## config.mk

```make
export PLATFORM = sky130hd
export DESIGN_NAME = uart_cmd_parser
export DESIGN_NICKNAME = d
export VERILOG_FILES = /design/src/rtl/vine_sweeper_pkg.sv /design/src/rtl/uart_cmd_parser_frame_timer.sv /design/src/rtl/uart_cmd_parser.sv
export SDC_FILE = /design/constraint.sdc
export NUM_CORES = 1
export LEC_CHECK = 0
export ABC_CLOCK_PERIOD_IN_PS = 2400
export BUFFER_PORTS_ARGS = -buffer_cell sky130_fd_sc_hd__buf_2
export CAP_MARGIN = 5
export CORE_MARGIN = 4
export CORE_UTILIZATION = 57
export CTS_BUF_LIST = sky130_fd_sc_hd__clkbuf_8
export CTS_CLUSTER_DIAMETER = 100
export DETAILED_ROUTE_END_ITERATION = 6
export HOLD_SLACK_MARGIN = 0.02
export PLACE_DENSITY = 0.82
export SLEW_MARGIN = 20
export SYNTH_ARGS = -nofsm -noshare
export SYNTH_HDL_FRONTEND = slang
export SYNTH_SLANG_ARGS = --single-unit
```

## constraint.sdc

```tcl
create_clock -name clock -period 2.4 [get_ports clock]
set_input_delay 0.6 -clock clock [delete_from_list [all_inputs] [get_ports clock]]
set_output_delay 0.6 -clock clock [all_outputs]
set_load 0.02 [all_outputs]
```

## src/rtl/vine_sweeper_pkg.sv

```systemverilog
// Shared definitions for the vine sweeper game: opcodes, error codes,
// ASCII command characters, parser state encoding and a coordinate check.
package vine_sweeper_pkg;

  typedef enum logic [1:0] {
    ST_IDLE    = 2'd0,
    ST_GET_ROW = 2'd1,
    ST_GET_COL = 2'd2,
    ST_HOLD    = 2'd3
  } parser_state_t;

  localparam logic [1:0] OP_OPEN    = 2'd0;
  localparam logic [1:0] OP_FLAG    = 2'd1;
  localparam logic [1:0] OP_RESTART = 2'd2;

  localparam logic [1:0] ERR_BAD_OP    = 2'd0;
  localparam logic [1:0] ERR_BAD_COORD = 2'd1;
  localparam logic [1:0] ERR_TIMEOUT   = 2'd2;
  localparam logic [1:0] ERR_OVERRUN   = 2'd3;

  localparam logic [7:0] ASCII_O  = 8'h4F;
  localparam logic [7:0] ASCII_F  = 8'h46;
  localparam logic [7:0] ASCII_R  = 8'h52;
  localparam logic [7:0] ASCII_0  = 8'h30;
  localparam logic [7:0] ASCII_9  = 8'h39;
  localparam logic [7:0] ASCII_SP = 8'h20;
  localparam logic [7:0] ASCII_CR = 8'h0D;
  localparam logic [7:0] ASCII_LF = 8'h0A;

  // True when b is an ASCII decimal digit whose value is below limit.
  function automatic logic coord_ok(input logic [7:0] b, input logic [7:0] limit);
    logic [7:0] d;
    d = b - ASCII_0;
    return (b >= ASCII_0) && (b <= ASCII_9) && (d < limit);
  endfunction

endpackage

```

## src/rtl/uart_cmd_parser_frame_timer.sv

```systemverilog
// Loadable down-counter used as the inter-byte timeout of a command frame.
// The counter stops at zero; expired is high whenever it reads zero.
module frame_timer #(
  parameter int LOAD_VALUE = 299,
  parameter int CNT_W      = 9
) (
  input  logic clock,
  input  logic reset,
  input  logic load,
  input  logic enable,
  output logic expired
);

  logic [CNT_W-1:0] count;

  // Load takes priority over counting; counting halts at zero.
  always_ff @(posedge clock) begin
    if (reset) begin
      count <= '0;
    end else if (load) begin
      count <= CNT_W'(LOAD_VALUE);
    end else if (enable && (count != '0)) begin
      count <= count - CNT_W'(1);
    end
  end

  assign expired = (count == '0);

endmodule

```

## src/rtl/uart_cmd_parser.sv

```systemverilog
// Frames UART bytes into OPEN / FLAG / RESTART commands for the board
// controller, validates them, enforces an inter-byte timeout and reports
// errors with a one-cycle strobe, a sticky code and a saturating count.
module uart_cmd_parser
  import vine_sweeper_pkg::*;
#(
  parameter int ROWS           = 8,
  parameter int COLS           = 8,
  parameter int COORD_W        = 4,
  parameter int TIMEOUT_CLOCKS = 300
) (
  input  logic               clock,
  input  logic               reset,
  input  logic [7:0]         rxdata,
  input  logic               rxfinish,
  output logic               cmd_valid,
  input  logic               cmd_ready,
  output logic [1:0]         cmd_op,
  output logic [COORD_W-1:0] cmd_row,
  output logic [COORD_W-1:0] cmd_col,
  output logic               err_pulse,
  output logic [1:0]         err_code,
  output logic [7:0]         err_count
);

  localparam int TMR_W = $clog2(TIMEOUT_CLOCKS + 1);

  parser_state_t state;
  logic [7:0]    digit;
  logic          is_op_byte;
  logic          is_blank;
  logic          row_ok;
  logic          col_ok;
  logic          timer_load;
  logic          timer_en;
  logic          timer_expired;
  logic          err_now;
  logic [1:0]    err_kind;

  function automatic logic [7:0] sat_inc(input logic [7:0] v);
    return (v == 8'hFF) ? v : v + 8'd1;
  endfunction

  assign digit      = rxdata - ASCII_0;
  assign is_op_byte = (rxdata == ASCII_O) || (rxdata == ASCII_F);
  assign is_blank   = (rxdata == ASCII_SP) || (rxdata == ASCII_CR) || (rxdata == ASCII_LF);
  assign row_ok     = coord_ok(rxdata, 8'(ROWS));
  assign col_ok     = coord_ok(rxdata, 8'(COLS));

  // The timer restarts on every accepted byte that leaves the frame open.
  assign timer_load = rxfinish && (((state == ST_IDLE) && is_op_byte) ||
                                   ((state == ST_GET_ROW) && row_ok));
  assign timer_en   = (state == ST_GET_ROW) || (state == ST_GET_COL);

  frame_timer #(
    .LOAD_VALUE (TIMEOUT_CLOCKS - 1),
    .CNT_W      (TMR_W)
  ) u_frame_timer (
    .clock   (clock),
    .reset   (reset),
    .load    (timer_load),
    .enable  (timer_en),
    .expired (timer_expired)
  );

  // Error detection; a byte arriving on the expiry cycle wins over the timeout.
  always_comb begin
    err_now  = 1'b0;
    err_kind = ERR_BAD_OP;
    unique case (state)
      ST_IDLE: begin
        if (rxfinish && !is_op_byte && (rxdata != ASCII_R) && !is_blank) begin
          err_now  = 1'b1;
          err_kind = ERR_BAD_OP;
        end
      end
      ST_GET_ROW, ST_GET_COL: begin
        if (rxfinish) begin
          if (((state == ST_GET_ROW) && !row_ok) || ((state == ST_GET_COL) && !col_ok)) begin
            err_now  = 1'b1;
            err_kind = ERR_BAD_COORD;
          end
        end else if (timer_expired) begin
          err_now  = 1'b1;
          err_kind = ERR_TIMEOUT;
        end
      end
      ST_HOLD: begin
        if (rxfinish) begin
          err_now  = 1'b1;
          err_kind = ERR_OVERRUN;
        end
      end
      default: ;
    endcase
  end

  // Parser FSM with registered command and error outputs.
  always_ff @(posedge clock) begin
    if (reset) begin
      state     <= ST_IDLE;
      cmd_valid <= 1'b0;
      cmd_op    <= '0;
      cmd_row   <= '0;
      cmd_col   <= '0;
      err_pulse <= 1'b0;
      err_code  <= '0;
      err_count <= '0;
    end else begin
      err_pulse <= err_now;
      if (err_now) begin
        err_code  <= err_kind;
        err_count <= sat_inc(err_count);
      end

      unique case (state)
        ST_IDLE: begin
          if (rxfinish) begin
            if (rxdata == ASCII_O) begin
              cmd_op <= OP_OPEN;
              state  <= ST_GET_ROW;
            end else if (rxdata == ASCII_F) begin
              cmd_op <= OP_FLAG;
              state  <= ST_GET_ROW;
            end else if (rxdata == ASCII_R) begin
              cmd_op    <= OP_RESTART;
              cmd_row   <= '0;
              cmd_col   <= '0;
              cmd_valid <= 1'b1;
              state     <= ST_HOLD;
            end
          end
        end
        ST_GET_ROW: begin
          if (rxfinish) begin
            if (row_ok) begin
              cmd_row <= digit[COORD_W-1:0];
              state   <= ST_GET_COL;
            end else begin
              state <= ST_IDLE;
            end
          end else if (timer_expired) begin
            state <= ST_IDLE;
          end
        end
        ST_GET_COL: begin
          if (rxfinish) begin
            if (col_ok) begin
              cmd_col   <= digit[COORD_W-1:0];
              cmd_valid <= 1'b1;
              state     <= ST_HOLD;
            end else begin
              state <= ST_IDLE;
            end
          end else if (timer_expired) begin
            state <= ST_IDLE;
          end
        end
        ST_HOLD: begin
          if (cmd_ready) begin
            cmd_valid <= 1'b0;
            state     <= ST_IDLE;
          end
        end
        default: state <= ST_IDLE;
      endcase
    end
  end

endmodule

```

==> results.txt, run 1 <==
The flow ran to the end, and the final reports show no timing, DRC or antenna violations. The sequential cell area is 661 µm². The mean cell area of the mapped netlist came out at 8.38 µm². Before antenna repair, the detailed router went through 4 iterations. The time the worst path needs with I/O delays and setup came out at 2.24 ns. The remaining max-slew budget at the tightest pin came out at 58.0%. The number of buffers created by CTS is 5. The top achievable clock speed is 446 MHz. The core area came out at 0.00285 mm².

The worst register-to-register path begins at state[0]$_SDFFE_PP0P_. The leakage power total is 0.000920 µW. The number of placed instances with taps included came out at 284. The max-cap violation count is 0. The tree is rooted in a sky130_fd_sc_hd__clkbuf_8. The final-report hold violation count came out at 0. The initial core utilization is 61.4%.

The area occupied by multi-input gates came out at 0.00104 mm². Across the VDD grid, the largest voltage drop is 0.000594 V. The setup clock skew after layout came out at 0.00435 ns.

The all-layer global routing usage came out at 20.0%. The clock latency at the later pin of the worst-skew pair came out at 0.28 ns. The number of buffers inserted for hold repair after clock tree synthesis is 0. The remaining global-route overflow came out at 0.

The clock tree from TritonCTS is built. The number of non-filler instances in the completed layout came out at 292. The number of distinct standard cells referenced by the synthesized netlist is 44. The H-tree was split into 2 levels.

The number of buffer cells added on primary ports is 33. By startpoint and endpoint, the worst setup path is classified as register to register. For this block, the routed nets add up to 3.87 mm of wire. The clock edge transition at the registers on the reported setup and hold paths is 0.07 ns.

The signal arrival time at the worst endpoint came out at 2.45 ns. The number of nets handed over by synthesis was 227. Setup repair after global routing left no endpoint under its margin. The routability congestion estimate is 0.855. Summed over all instances, the cell type with the most area after synthesis is sky130_fd_sc_hd__dfxtp_1. The count of vias placed by the detailed router is 1668.

From synthesis to final layout, the design area changed by 25.1%. The die is 63.4 µm wide. In this run the biggest area consumer among cell types represents 37.7% of the synthesized area. The residual antenna-violating net count after detailed routing is 0.

The initial antenna violation count is 0. The final number of max-transition violations is 0. The clock tree buffer depth is 2. The number of buffers inserted by post-CTS setup repair is 0.

Gates resized during post-CTS repair numbered 0. The proportion of synthesized area in mux cells came out at 1.71%. The final standard cell utilization of the core is 76.8%. The worst-path maximum fanout came out at 10.

The proportion of synthesized chip area in sequential cells is 37.7%. The worst min-delay path startpoint is cmd_row[2]$_SDFFE_PP0P_. The count of unresolved DRC violations after routing came out at 0.

Adding up every negative setup slack in the final design gives 0 ns. Yosys attributes the largest share of cell area to sky130_fd_sc_hd__dfxtp_1, sky130_fd_sc_hd__a21oi_1, sky130_fd_sc_hd__nor2_1. After routing the design area is 0.00219 mm². The detailed placer's ending HPWL came out at 2.88 mm. The synthesis warning total is 0. The post-route fraction of the period consumed by the critical path is 93.3%. STA classifies the critical path startpoint as a register. Counting every sink on the clock net gives 33.

Row generation in the floorplan step produced 19 rows. The xor/xnor share of the synthesized area came out at 4.00%. The kind of path behind the tightest hold check is register to register. After detailed routing, the average wire length per cell comes to 13.3 µm.

The combined area of all synthesized cells is 0.00175 mm². Measured along the y axis, the die boundary spans 63.4 µm. The net count reported at finish is 278. The post-synthesis compound-gate area fraction is 19.6%. The floorplan step defined a die boundary enclosing 0.00402 mm². The via count of the first global-routing pass came to 1522. Entering global routing, the biggest net connects 31 pins.

The first global-routing pass estimated 6.71 mm of wire. The post-synthesis sequential element count is 33. Summing the areas of all fa, ha and maj instances in the mapped netlist gives 4.29% of the synthesized area. After detailed routing, the number of vias per cell comes to 5.71. The standard cell area after detailed placement came out at 0.00205 mm². The gate count after technology mapping is 209. In the final layout, the share of cells above drive strength 1 is 25.7%. The number of cells on the worst hold path is 2. 0 antenna diodes ended up in the layout. The synthesized netlist devotes 29.3% of its cell area to simple gates. At the pin with the least slew margin, the transition time is 0.622 ns. The total power consumption of the routed design came out at 2320 µW. For flop-to-flop paths, the worst setup slack is 0.16 ns.

Setup violations remaining at the end of the flow were counted as 0. The end point of the worst hold path is cmd_row[2]$_SDFFE_PP0P_. The data required time at the worst endpoint is 2.61 ns. For this design the ratio of total power to cell area is 1060 mW/mm². The violation count after the first detailed-route iteration is 110. In this run the critical register-to-register path is captured at err_count[5]$_SDFFE_PP0P_. The I/O pin count is 34. The number of filler instances in the final layout came out at 221. The worst register-to-register path has a depth of 9. The type of element capturing the critical path is a register.

After synthesis, the largest family of logic cells by area is simple AND/OR/NAND/NOR gates.
-- where the power goes --
| part | switching (µW) | total [µW] | internal (µW) |
|---|---|---|---|
| sequential | 85.6 | 730 | 644 |
| combinational | 528 | 976 | 447 |
| clock | 199 | 611 | 412 |
-- registers in the layout, indices dropped and copies added (netlist names) --
| signal | count |
|---|---|
| err_code | 2 |
| err_pulse | 1 |
| u_frame_timer.count | 9 |
| cmd_valid | 1 |
| state | 2 |
| cmd_row | 4 |
| cmd_col | 4 |
| cmd_op | 2 |
| err_count | 8 |
-- worst max-delay path, stage by stage, from the launching register on --
cell and delay [ns]:
sky130_fd_sc_hd__dfxtp_1 0.41, sky130_fd_sc_hd__inv_1 0.11, sky130_fd_sc_hd__ha_1 0.38, sky130_fd_sc_hd__nand3b_1 0.13
sky130_fd_sc_hd__a211oi_2 0.21, sky130_fd_sc_hd__or2_2 0.18, sky130_fd_sc_hd__o21ai_2 0.06, sky130_fd_sc_hd__buf_4 0.16
sky130_fd_sc_hd__or4_1 0.39, sky130_fd_sc_hd__a21oi_1 0.14
-- per-stage QoR --
| step | hold slack (ns) | setup slack, ns |
|---|---|---|
| final | 0.467 | 0.160 |
| after global routing | 0.487 | 0.0199 |
| after CTS | 0.473 | 0.140 |
| after detailed placement | 0.456 | 0.0113 |
| after global placement | 0.454 | 0.0372 |
| after floorplan | 0.454 | 0.196 |
-- Yosys cell counts --
library cell	instances
sky130_fd_sc_hd__a211oi_1	6
sky130_fd_sc_hd__a21bo_1	1
sky130_fd_sc_hd__a21boi_0	1
sky130_fd_sc_hd__a21o_1	1
sky130_fd_sc_hd__a21oi_1	26
sky130_fd_sc_hd__a2bb2oi_2	1
sky130_fd_sc_hd__a311oi_1	2
sky130_fd_sc_hd__a31oi_1	1
sky130_fd_sc_hd__a41o_1	1
sky130_fd_sc_hd__and2_1	1
sky130_fd_sc_hd__and3b_1	2
sky130_fd_sc_hd__buf_6	1
sky130_fd_sc_hd__clkbuf_1	5
sky130_fd_sc_hd__dfxtp_1	33
sky130_fd_sc_hd__ha_1	6
sky130_fd_sc_hd__inv_1	8
sky130_fd_sc_hd__mux2i_1	3
sky130_fd_sc_hd__nand2_1	15
sky130_fd_sc_hd__nand2b_1	10
sky130_fd_sc_hd__nand3_1	11
sky130_fd_sc_hd__nand3b_1	1
sky130_fd_sc_hd__nand4_1	1
sky130_fd_sc_hd__nand4b_1	1
sky130_fd_sc_hd__nor2_1	21
sky130_fd_sc_hd__nor2b_1	1
sky130_fd_sc_hd__nor3_1	8
sky130_fd_sc_hd__nor3b_1	3
sky130_fd_sc_hd__nor4_1	2
sky130_fd_sc_hd__nor4b_1	2
sky130_fd_sc_hd__nor4b_2	1
sky130_fd_sc_hd__nor4bb_1	1
sky130_fd_sc_hd__o211a_1	1
sky130_fd_sc_hd__o21ai_0	4
sky130_fd_sc_hd__o21ai_1	1
sky130_fd_sc_hd__o21ai_2	1
sky130_fd_sc_hd__o221a_4	1
sky130_fd_sc_hd__o31ai_1	4
sky130_fd_sc_hd__or2_2	2
sky130_fd_sc_hd__or3_1	5
sky130_fd_sc_hd__or4_1	3
sky130_fd_sc_hd__or4b_2	1
sky130_fd_sc_hd__or4b_4	1
sky130_fd_sc_hd__xnor2_1	6
sky130_fd_sc_hd__xor2_1	2
-- placed cells by master, fill, tap and decap left out, drive strengths merged, types with 6 or more instances in the layout --
cell,n
nor3,8
ha,6
nor2,21
nand3,11
dfxtp,33
nand2,15
a21oi,26
nand2b,10
xnor2,6
inv,8
buf,50
o21ai,6
a211oi,6
-- final cells by class --
class                           instances  share of cell area [%]
Multi-Input combinational cell        162                    47.3
Sequential cell                        33                    30.1
Timing Repair Buffer                   50                    13.4
Clock buffer                            5                    3.14
Clock inverter                          3                    2.97
Tap cell                               31                    1.77
Inverter                                8                    1.37
-- worst max path at each step --
stage | start | end | slack (ns) | cells past startpoint
floorplan | rxdata[0] | err_count[1]$_SDFFE_PP0P_ | 0.20 | 7
global route | state[1]$_SDFFE_PP0P_ | err_count[5]$_SDFFE_PP0P_ | 0.02 | 9
global placement | rxdata[0] | err_count[1]$_SDFFE_PP0P_ | 0.04 | 8
detailed placement | rxdata[0] | err_count[1]$_SDFFE_PP0P_ | 0.01 | 8
finish | state[0]$_SDFFE_PP0P_ | err_count[5]$_SDFFE_PP0P_ | 0.16 | 9
CTS | state[0]$_SDFFE_PP0P_ | err_count[5]$_SDFFE_PP0P_ | 0.14 | 9
-- kinds of logic (layout without fill, tap and decap cells) --
kind of cell / Yosys count / after routing
simple gates: 93 / 93
mux: 3 / 3
fa+ha+maj: 6 / 6
xor+xnor: 8 / 8
buf+inv: 14 / 66
flops: 33 / 33
compound gates: 52 / 52
-- per-layer routing --
layer  up-vias  global-route usage [%]  routed length (µm)  part of all wire, %
li1        856                       -                   -                    -
met1       769                    25.1                1790                   46
met2        36                    33.9                1840                   48
met3         7                    4.97                 196                  5.1
met4         0                    5.66                  48                  1.2
met5         -                       0                   0                    0
No activity file was read; power rests on OpenSTA's default activity.
==> inputs of run 2 (changes only) <==
--- a/config.mk
+++ b/config.mk
@@ -5,11 +5,12 @@
 export SDC_FILE = /design/constraint.sdc
 export NUM_CORES = 1
 export LEC_CHECK = 0
+export ABC_AREA = 1
 export ABC_CLOCK_PERIOD_IN_PS = 2400
 export BUFFER_PORTS_ARGS = -buffer_cell sky130_fd_sc_hd__buf_2
 export CAP_MARGIN = 5
 export CORE_MARGIN = 4
-export CORE_UTILIZATION = 57
+export CORE_UTILIZATION = 58
 export CTS_BUF_LIST = sky130_fd_sc_hd__clkbuf_8
 export CTS_CLUSTER_DIAMETER = 100
 export DETAILED_ROUTE_END_ITERATION = 6
==> run 2 against run 1 <==
Against the previous run:
- utilization down 5.0 points
- worst setup slack better by 0.30 ns
- clock skew about the same
- design area up 1.7%
- non-clock buffer count down 16
- critical endpoint is now cmd_row[2]$_SDFFE_PP0P_
- wire length up 7.6%
- hold slack worse by 0.032 ns
- power down 1.6%
- largest power group unchanged
- register-to-register slack better by 0.30 ns
- count of clock-buffer cells in the layout up 2
- critical path depth up 1
- first-iteration DRC count up 25%
==> results.txt, run 2 <==
The flow ran to the end, and the final reports show no timing, DRC or antenna violations. The remaining max-slew budget at the tightest pin is 71.5%. Registers are responsible for 33.8% of the overall power.

The total nets after synthesis came out at 298. The number of iterations in the first detailed-routing pass is 4. The clock passes through at most 2 buffers. The data required time at the worst endpoint is 2.58 ns. The sink count of the clock tree is 33. The area enclosed by the die boundary came out at 0.00429 mm². The switching share of total power came out at 43.2%. The post-route fraction of the period consumed by the critical path came out at 80.8%. The antenna diode count is 0. The flip-flop cell with the highest count after synthesis is sky130_fd_sc_hd__dfxtp_1.

The core area is 0.00310 mm². After clock tree synthesis, the clock-pin slew on the worst setup and hold paths is 0.06 ns. The worst hold path terminates at cmd_col[3]$_SDFFE_PP0P_. The setup path with the least slack is of type register to register.

After detailed routing, the average wire length per cell comes to 11.5 µm. Yosys printed 0 warnings. The cell depth of the worst flop-to-flop path came out at 10. sky130_fd_sc_hd__nand2_1 is the most common cell in the netlist. The H-tree level count is 2. The type of element capturing the critical path is a register. The largest stage delay on the critical path is 0.43 ns. The via count of the first global-routing pass is 1751. The signal arrival time at the worst endpoint came out at 2.12 ns. The leakage power total is 0.00106 µW. The setup clock skew after layout came out at 0.00452 ns. The count of vias placed by the detailed router is 1896.

The count of unresolved DRC violations after routing is 0. The worst register-to-register path has a setup slack of 0.46 ns. The detailed placer's ending HPWL is 3.21 mm. The tool flagged a number of max-cap violations equal to 0. u_frame_timer.count holds more flip-flops than any other register. The remaining global-route overflow is 0.

Post-CTS timing repair inserted 0 buffers for setup. In this run the critical register-to-register path is launched from state[0]$_SDFFE_PP0P_. The time the worst path needs with I/O delays and setup is 1.94 ns. The clock root buffer is sky130_fd_sc_hd__clkbuf_8. The combined area of all synthesized cells is 0.00192 mm². Counting the buffers created by CTS gives 5. The post-route netlist has 19.7% of its cells at a drive strength greater than 1. The async set-reset flop share out of synthesis came out at 0%. Dividing the synthesized area by the synthesized cell count gives 6.84 µm². The post-CTS resize count is 0. The final number of max-transition violations is 0. Counting flops with a built-in enable in the synthesized netlist gives 0. The most numerous cell type found on the critical path is sky130_fd_sc_hd__nor2_1. The net switching component of the power came out at 984 µW. The total power density per cell area is 1020 mW/mm². 34 I/O pins were placed.

The y dimension of the die came out at 65.5 µm. The number of placed instances with taps included came out at 355. The net count reported at finish is 336.

The top cell type's share of synthesized area came out at 34.5%. The number of distinct standard cells referenced by the synthesized netlist came out at 30. Of all cell types, the one taking the most synthesized area is sky130_fd_sc_hd__dfxtp_1. By area the synthesized netlist is led by sky130_fd_sc_hd__dfxtp_1, sky130_fd_sc_hd__nand2_1, sky130_fd_sc_hd__nor2_1. The clock network accounts for 19.7% of the total power. The internal cell power is 1300 µW. The clock latency at the later pin of the worst-skew pair is 0.28 ns. The number of buffers inserted for hold repair after clock tree synthesis is 0. The number of placement rows is 20. The relative area change from synthesis to final layout came out at 16.4%.

The post-synthesis sequential element count came out at 33. The critical path goes through inv_1, ha_1, inv_2, nor2_1, nor2_1, nand2_2, nor3_4, o21ai_0, nand2_1, nor2_1. The top achievable clock speed is 515 MHz. The residual antenna-violating net count after detailed routing came out at 0.

Final hold analysis gives a worst-case slack of 0.435 ns. In the layout the commonest cells are sky130_fd_sc_hd__nand2_1, sky130_fd_sc_hd__nor2_1, sky130_fd_sc_hd__dfxtp_1, sky130_fd_sc_hd__buf_2, sky130_fd_sc_hd__inv_1. The worst-path maximum fanout came out at 7. The number of cells on the worst hold path is 2. Counting instances in the post-synthesis netlist gives the leading cell types as sky130_fd_sc_hd__nand2_1, sky130_fd_sc_hd__nor2_1, sky130_fd_sc_hd__dfxtp_1.

The cell type of the slowest stage on the worst timing path is sky130_fd_sc_hd__dfxtp_1. The worst-case IR drop observed on VDD is 0.000775 V. The startpoint type of the worst setup path is a register. The first routing iteration left 137 violations. Buffers placed on the I/O ports in this run total 33. The number of flip-flops in the largest register came out at 9. The width of the chip is 65.5 µm. The all-layer global routing usage came out at 22.1%. The largest registers in the layout are u_frame_timer.count (9), err_count (8).

The number of filler instances in the final layout came out at 290. The gate count after technology mapping is 280. The maximum number of pins on one net before global-route repair came out at 16. The proportion of synthesized chip area in sequential cells is 34.5%. The routed design has 4.17 mm of wire. The capture instance of the worst register-to-register path is cmd_row[2]$_SDFFE_PP0P_. The kind of path behind the tightest hold check is register to register. The number of non-filler instances in the completed layout came out at 363.

The number of setup violations in the final report came out at 0. At the pin with the least slew margin, the transition time is 0.428 ns. The share of power burned in combinational logic is 46.5%.

The congestion estimate from routability-driven global placement came to 0.891. After routing, the total negative slack on setup checks comes to 0 ns. The average via count per standard cell is 5.22. The global-route wire length before repair came out at 7.51 mm. Setup repair after global routing left no endpoint under its margin. The initial core utilization is 61.7%. The library cell used most frequently in the layout, excluding fill and tap cells, is sky130_fd_sc_hd__nand2_1. The final-report hold violation count is 0. The initial antenna violation count is 0. TritonCTS built the clock tree. In this run the most critical hold path is launched from cmd_col[3]$_SDFFE_PP0P_.
==> run 2: cell count changes after synthesis, moves of 7 or more <==
cell	before	now
sky130_fd_sc_hd__nand2_1	15	62
sky130_fd_sc_hd__inv_1	8	29
sky130_fd_sc_hd__nand3_1	11	26
sky130_fd_sc_hd__nor2_1	21	36
sky130_fd_sc_hd__nand2b_1	10	0
sky130_fd_sc_hd__o21ai_0	4	11
==> run 2: layout make-up <==
class | count | area (µm²) | share of cell area (%)
repair buffers | 34 | 173 | 7.74
clock inverters | 1 | 5.00 | 0.224
multi-input cells | 211 | 1120 | 50.1
clock buffers | 7 | 96.3 | 4.32
well taps | 44 | 55.1 | 2.47
flip-flops and latches | 33 | 661 | 29.6
inverters | 33 | 124 | 5.56
==> run 2: kinds of logic (layout without fill, tap and decap cells) <==
group           after synthesis  in the layout  synth area share (%)
simple gates                152            152                  37.8
compound gates               45             45                  12.9
buf+inv                      36             75                  7.25
flops                        33             33                  34.5
xor+xnor                      8              8                  3.66
fa+ha+maj                     6              6                  3.92
==> run 2: power by group through the flow <==
stage | Sequential (µW) | Clock (µW) | Combinational (µW)
6_report | 769 | 450 | 1060
5_1_grt | 791 | 485 | 1190
4_1_cts | 768 | 465 | 1050
3_5_place_dp | 779 | 0 | 1050
3_3_place_gp | 779 | 0 | 1030
2_1_floorplan | 837 | 0 | 746
==> run 2: critical path, delay by kind of cell (launching register included) <==
family                     cells  cell delay [ns]
buffers and inverters          2             0.26
DFF                            1             0.43
and+or+nand+nor                6             0.69
adders and majority gates      1             0.31
AOI/OAI and AO/OA              1             0.14
==> run 2: worst max path at each step <==
stage	from	endpoint	slack, ns
floorplan	state[0]$_SDFFE_PP0P_	err_count[6]$_SDFFE_PP0P_	0.73
global placement	rxdata[6]	cmd_row[2]$_SDFFE_PP0P_	0.44
detailed placement	rxdata[6]	err_count[6]$_SDFFE_PP0P_	0.44
CTS	state[0]$_SDFFE_PP0P_	cmd_row[2]$_SDFFE_PP0P_	0.48
global route	state[0]$_SDFFE_PP0P_	cmd_row[2]$_SDFFE_PP0P_	0.22
finish	state[0]$_SDFFE_PP0P_	cmd_row[2]$_SDFFE_PP0P_	0.46
==> run 2: metrics by stage <==
stage	power (µW)	setup WS (ns)	cell area (µm²)	util, %
after detailed placement	1830	0.437	2130	68.6
after CTS	2290	0.476	2230	71.9
after global routing	2470	0.216	2230	71.9
final	2280	0.460	2230	71.9
after global placement	1810	0.443	2130	68.6
after floorplan	1580	0.732	1920	-
==> run 2: layer usage <==
layer	part of all wire, %	vias up	track usage (%)	wire [µm]
met5	0	-	0	0
li1	-	995	-	-
met1	49	852	28.8	2020
met3	4.8	4	4.62	199
met2	46	45	36.2	1910
met4	0.91	0	7.25	38
==> inputs of run 3 (changes only) <==
--- a/config.mk
+++ b/config.mk
@@ -6,16 +6,16 @@
 export NUM_CORES = 1
 export LEC_CHECK = 0
 export ABC_AREA = 1
-export ABC_CLOCK_PERIOD_IN_PS = 2400
+export ABC_CLOCK_PERIOD_IN_PS = 1750
 export BUFFER_PORTS_ARGS = -buffer_cell sky130_fd_sc_hd__buf_2
 export CAP_MARGIN = 5
 export CORE_MARGIN = 4
-export CORE_UTILIZATION = 58
+export CORE_UTILIZATION = 52
 export CTS_BUF_LIST = sky130_fd_sc_hd__clkbuf_8
 export CTS_CLUSTER_DIAMETER = 100
 export DETAILED_ROUTE_END_ITERATION = 6
 export HOLD_SLACK_MARGIN = 0.02
-export PLACE_DENSITY = 0.82
+export PLACE_DENSITY = 0.78
 export SLEW_MARGIN = 20
 export SYNTH_ARGS = -nofsm -noshare
 export SYNTH_HDL_FRONTEND = slang
==> constraint.sdc (replaced) <==
create_clock -name clock -period 1.75 [get_ports clock]
set_input_delay 0.4375 -clock clock [delete_from_list [all_inputs] [get_ports clock]]
set_output_delay 0.4375 -clock clock [all_outputs]
set_load 0.02 [all_outputs]
==> run 3 against run 2 <==
Against the previous run:
- count of clock-buffer cells in the layout down 1
- hold slack worse by 0.0015 ns
- power is 45% higher
- design area is 5.7% higher
- non-clock buffer count rose by 13
- critical endpoint is now err_count[1]$_SDFFE_PP0P_
==> results.txt, run 3 (synthesis results as in run 2) <==
The violation count after the first detailed-route iteration is 151. The slowest stage of the critical path is the sky130_fd_sc_hd__dfxtp_1 cell. The number of iterations in the first detailed-routing pass came out at 4. The signal arrival time at the worst endpoint is 1.84 ns. u_frame_timer.count holds more flip-flops than any other register. In this run the worst path has a maximum fanout of 7. The worst register-to-register path begins at state[1]$_SDFFE_PP0P_. Wires add up to 4.54 mm. The number of cells on the worst hold path came out at 2. The final number of max-transition violations is 0. In this run the count of I/O pins placed on the die edge is 34. In this run the tightest slew margin relative to its limit is 77.6%. The number of flip-flops in the largest register is 9. Based on the critical path, the design can be clocked at up to 599 MHz. The number of buffer and inverter stages on the critical path is 2. STA puts the critical path data required time at 1.92 ns.

The number of placement rows is 21. The startpoint identified for the worst hold timing path is cmd_col[3]$_SDFFE_PP0P_. The capture instance of the worst register-to-register path is err_count[1]$_SDFFE_PP0P_. The largest stage delay on the critical path is 0.35 ns. The initial antenna violation count is 0. Counting cells, the worst reg-to-reg path comes to 11.

The all-layer global routing usage came out at 21.3%. The end point of the worst hold path is cmd_col[3]$_SDFFE_PP0P_. The mean routed wirelength per cell is 12.0 µm. The share of power burned in combinational logic came out at 50.8%. The number of setup violations in the final report came out at 0.

The area growth from synthesis to layout is 23.1%. The average via count per standard cell came out at 5.16. The top cell types in the final layout, fill and taps aside, are sky130_fd_sc_hd__nand2_1, sky130_fd_sc_hd__nor2_1, sky130_fd_sc_hd__dfxtp_1, sky130_fd_sc_hd__buf_2, sky130_fd_sc_hd__inv_1. The global-route wire length before repair came out at 7.58 mm. The leakage power total is 0.00114 µW. The number of buffer cells added on primary ports came out at 33. Sequential cells account for 31.9% of the total power. By startpoint and endpoint, the worst setup path is classified as register to register.

The via count of the first global-routing pass is 1787. The area enclosed by the die boundary came out at 0.00472 mm². The net switching component of the power is 1410 µW. The top cell family by delay on the critical path is simple AND/OR/NAND/NOR gates. The maximum number of pins on one net before global-route repair is 23.

The worst register-to-register path has a setup slack of 0.08 ns. The switching share of total power came out at 42.8%. The number of non-filler instances in the completed layout came out at 378. Cells with a size suffix above 1 make up 24.7% of the layout. The count of vias placed by the detailed router came out at 1950. The worst hold slack came out at 0.434 ns.

VDD sags by at most 0.00106 V. After clock tree synthesis, the clock-pin slew on the worst setup and hold paths is 0.07 ns. The min-delay analysis places its worst path in the category register to register. Walking the worst path, the cells encountered are inv_1, ha_4, inv_1, nor3_1, nand3_1, nand2_2, nor2_4, nand2_4, nand2_4, nand2_1, a21oi_2.

The post-route fraction of the period consumed by the critical path came out at 95.5%. The worst setup path is captured at a register. The clock tree buffer depth is 2. The sequential cell area came out at 661 µm². The detailed placer's ending HPWL came out at 3.31 mm.

The count of unresolved DRC violations after routing came out at 0. For this run the aggregate overflow at the end of global routing stands at 0. The largest registers in the layout are u_frame_timer.count (9), err_count (8).

The width of the chip came out at 68.7 µm. The net count reported at finish came out at 350. The number of filler instances in the final layout came out at 313. The internal cell power is 1890 µW.

The later pin in the worst-skew pair is clocked with a latency of 0.29 ns. The clock share of power came out at 17.2%. Setup repair after global routing could not meet its margin everywhere. The total power density per cell area is 1400 mW/mm². The final total negative setup slack is 0 ns. The final-report hold violation count is 0.

The library cell used most frequently in the layout, excluding fill and tap cells, is sky130_fd_sc_hd__nand2_1. The floorplan step set the die height to 68.7 µm. The detail route stage leaves a number of antenna-violating nets equal to 0.

The run finished with clean final reports. Counting I/O delays and the setup requirement, the final critical path takes 1.67 ns. The initial core utilization came out at 55.7%.

The startpoint type of the worst setup path is a register. Power comes to 3300 µW. The number of buffers created by CTS came out at 5. The routability congestion estimate is 0.844. TritonCTS built the clock tree. The cell area after layout came out at 0.00236 mm². The area occupied by multi-input gates is 0.00116 mm². The standard cell area after detailed placement came out at 0.00221 mm². The number of placed instances with taps included came out at 368. Max-cap violations in this run came to 0. The setup clock skew after layout came out at 0.00505 ns. CTS placed an instance of sky130_fd_sc_hd__clkbuf_8 at the clock tree root. The antenna diode count is 0. At the pin with the least slew margin, the transition time is 0.336 ns.

CTS saw 33 sinks. The core area came out at 0.00344 mm². The H-tree level count came out at 2.
## run 3: cell types whose count changed in the layout (fill, tap and decap cells not counted), sizes merged
cell and change:
inv +1, buf +13, clkbuf -1, nand2 +1
clkinv -1
## run 3: worst max-delay path by stage
| stage | start | end | depth (start not counted) |
|---|---|---|---|
| 3_5_place_dp | rxdata[6] | err_count[2]$_SDFFE_PP0P_ | 10 |
| 6_report | state[1]$_SDFFE_PP0P_ | err_count[1]$_SDFFE_PP0P_ | 11 |
| 5_1_grt | state[1]$_SDFFE_PP0P_ | err_count[1]$_SDFFE_PP0P_ | 11 |
| 4_1_cts | state[0]$_SDFFE_PP0P_ | cmd_row[1]$_SDFFE_PP0P_ | 10 |
| 3_3_place_gp | rxdata[6] | err_count[6]$_SDFFE_PP0P_ | 10 |
| 2_1_floorplan | state[0]$_SDFFE_PP0P_ | err_count[6]$_SDFFE_PP0P_ | 10 |
## run 3: timing repair
item                       CTS  global route
resized for setup            1             9
hold buffers                 0             0
setup buffers                0             2
setup endpoints to repair    5            14
pin swaps                    0             6
cloned                       0             1
## run 3: layout make-up
type,count,area share [%]
Multi-Input combinational cell,212,49.0
Clock buffer,6,3.50
Tap cell,46,2.44
Inverter,33,5.36
Sequential cell,33,28.0
Clock inverter,1,0.159
Timing Repair Buffer,47,11.5
## run 3: tightest hold or removal path: stages, from the launching register on
cell                      delay, ns
sky130_fd_sc_hd__dfxtp_1       0.30
sky130_fd_sc_hd__nand2_1       0.06
sky130_fd_sc_hd__nor2_1        0.03
## run 3: routing by layer
| metal | GRT usage [%] | wire length, µm | part of all wire, % |
|---|---|---|---|
| met1 | 26.5 | 2110 | 47 |
| met2 | 35.0 | 2090 | 46 |
| met3 | 5.83 | 231 | 5.1 |
| met4 | 7.54 | 104 | 2.3 |
| met5 | 0 | 0 | 0 |
## run 3: power groups by stage
stage	combinational, µW	clock [µW]	sequential [µW]
after global placement	1550	0	1060
after CTS	1610	582	1050
final	1680	568	1050
after detailed placement	1580	0	1070
after global routing	1930	613	1080
after floorplan	1020	0	1150
## run 3: per-stage QoR
step                worst slack, ns  util [%]
floorplan                    0.0818         -
global placement             0.0364      64.3
detailed placement          -0.0492      64.3
CTS                          0.0580      67.2
global route                -0.0258      68.5
finish                       0.0795      68.5
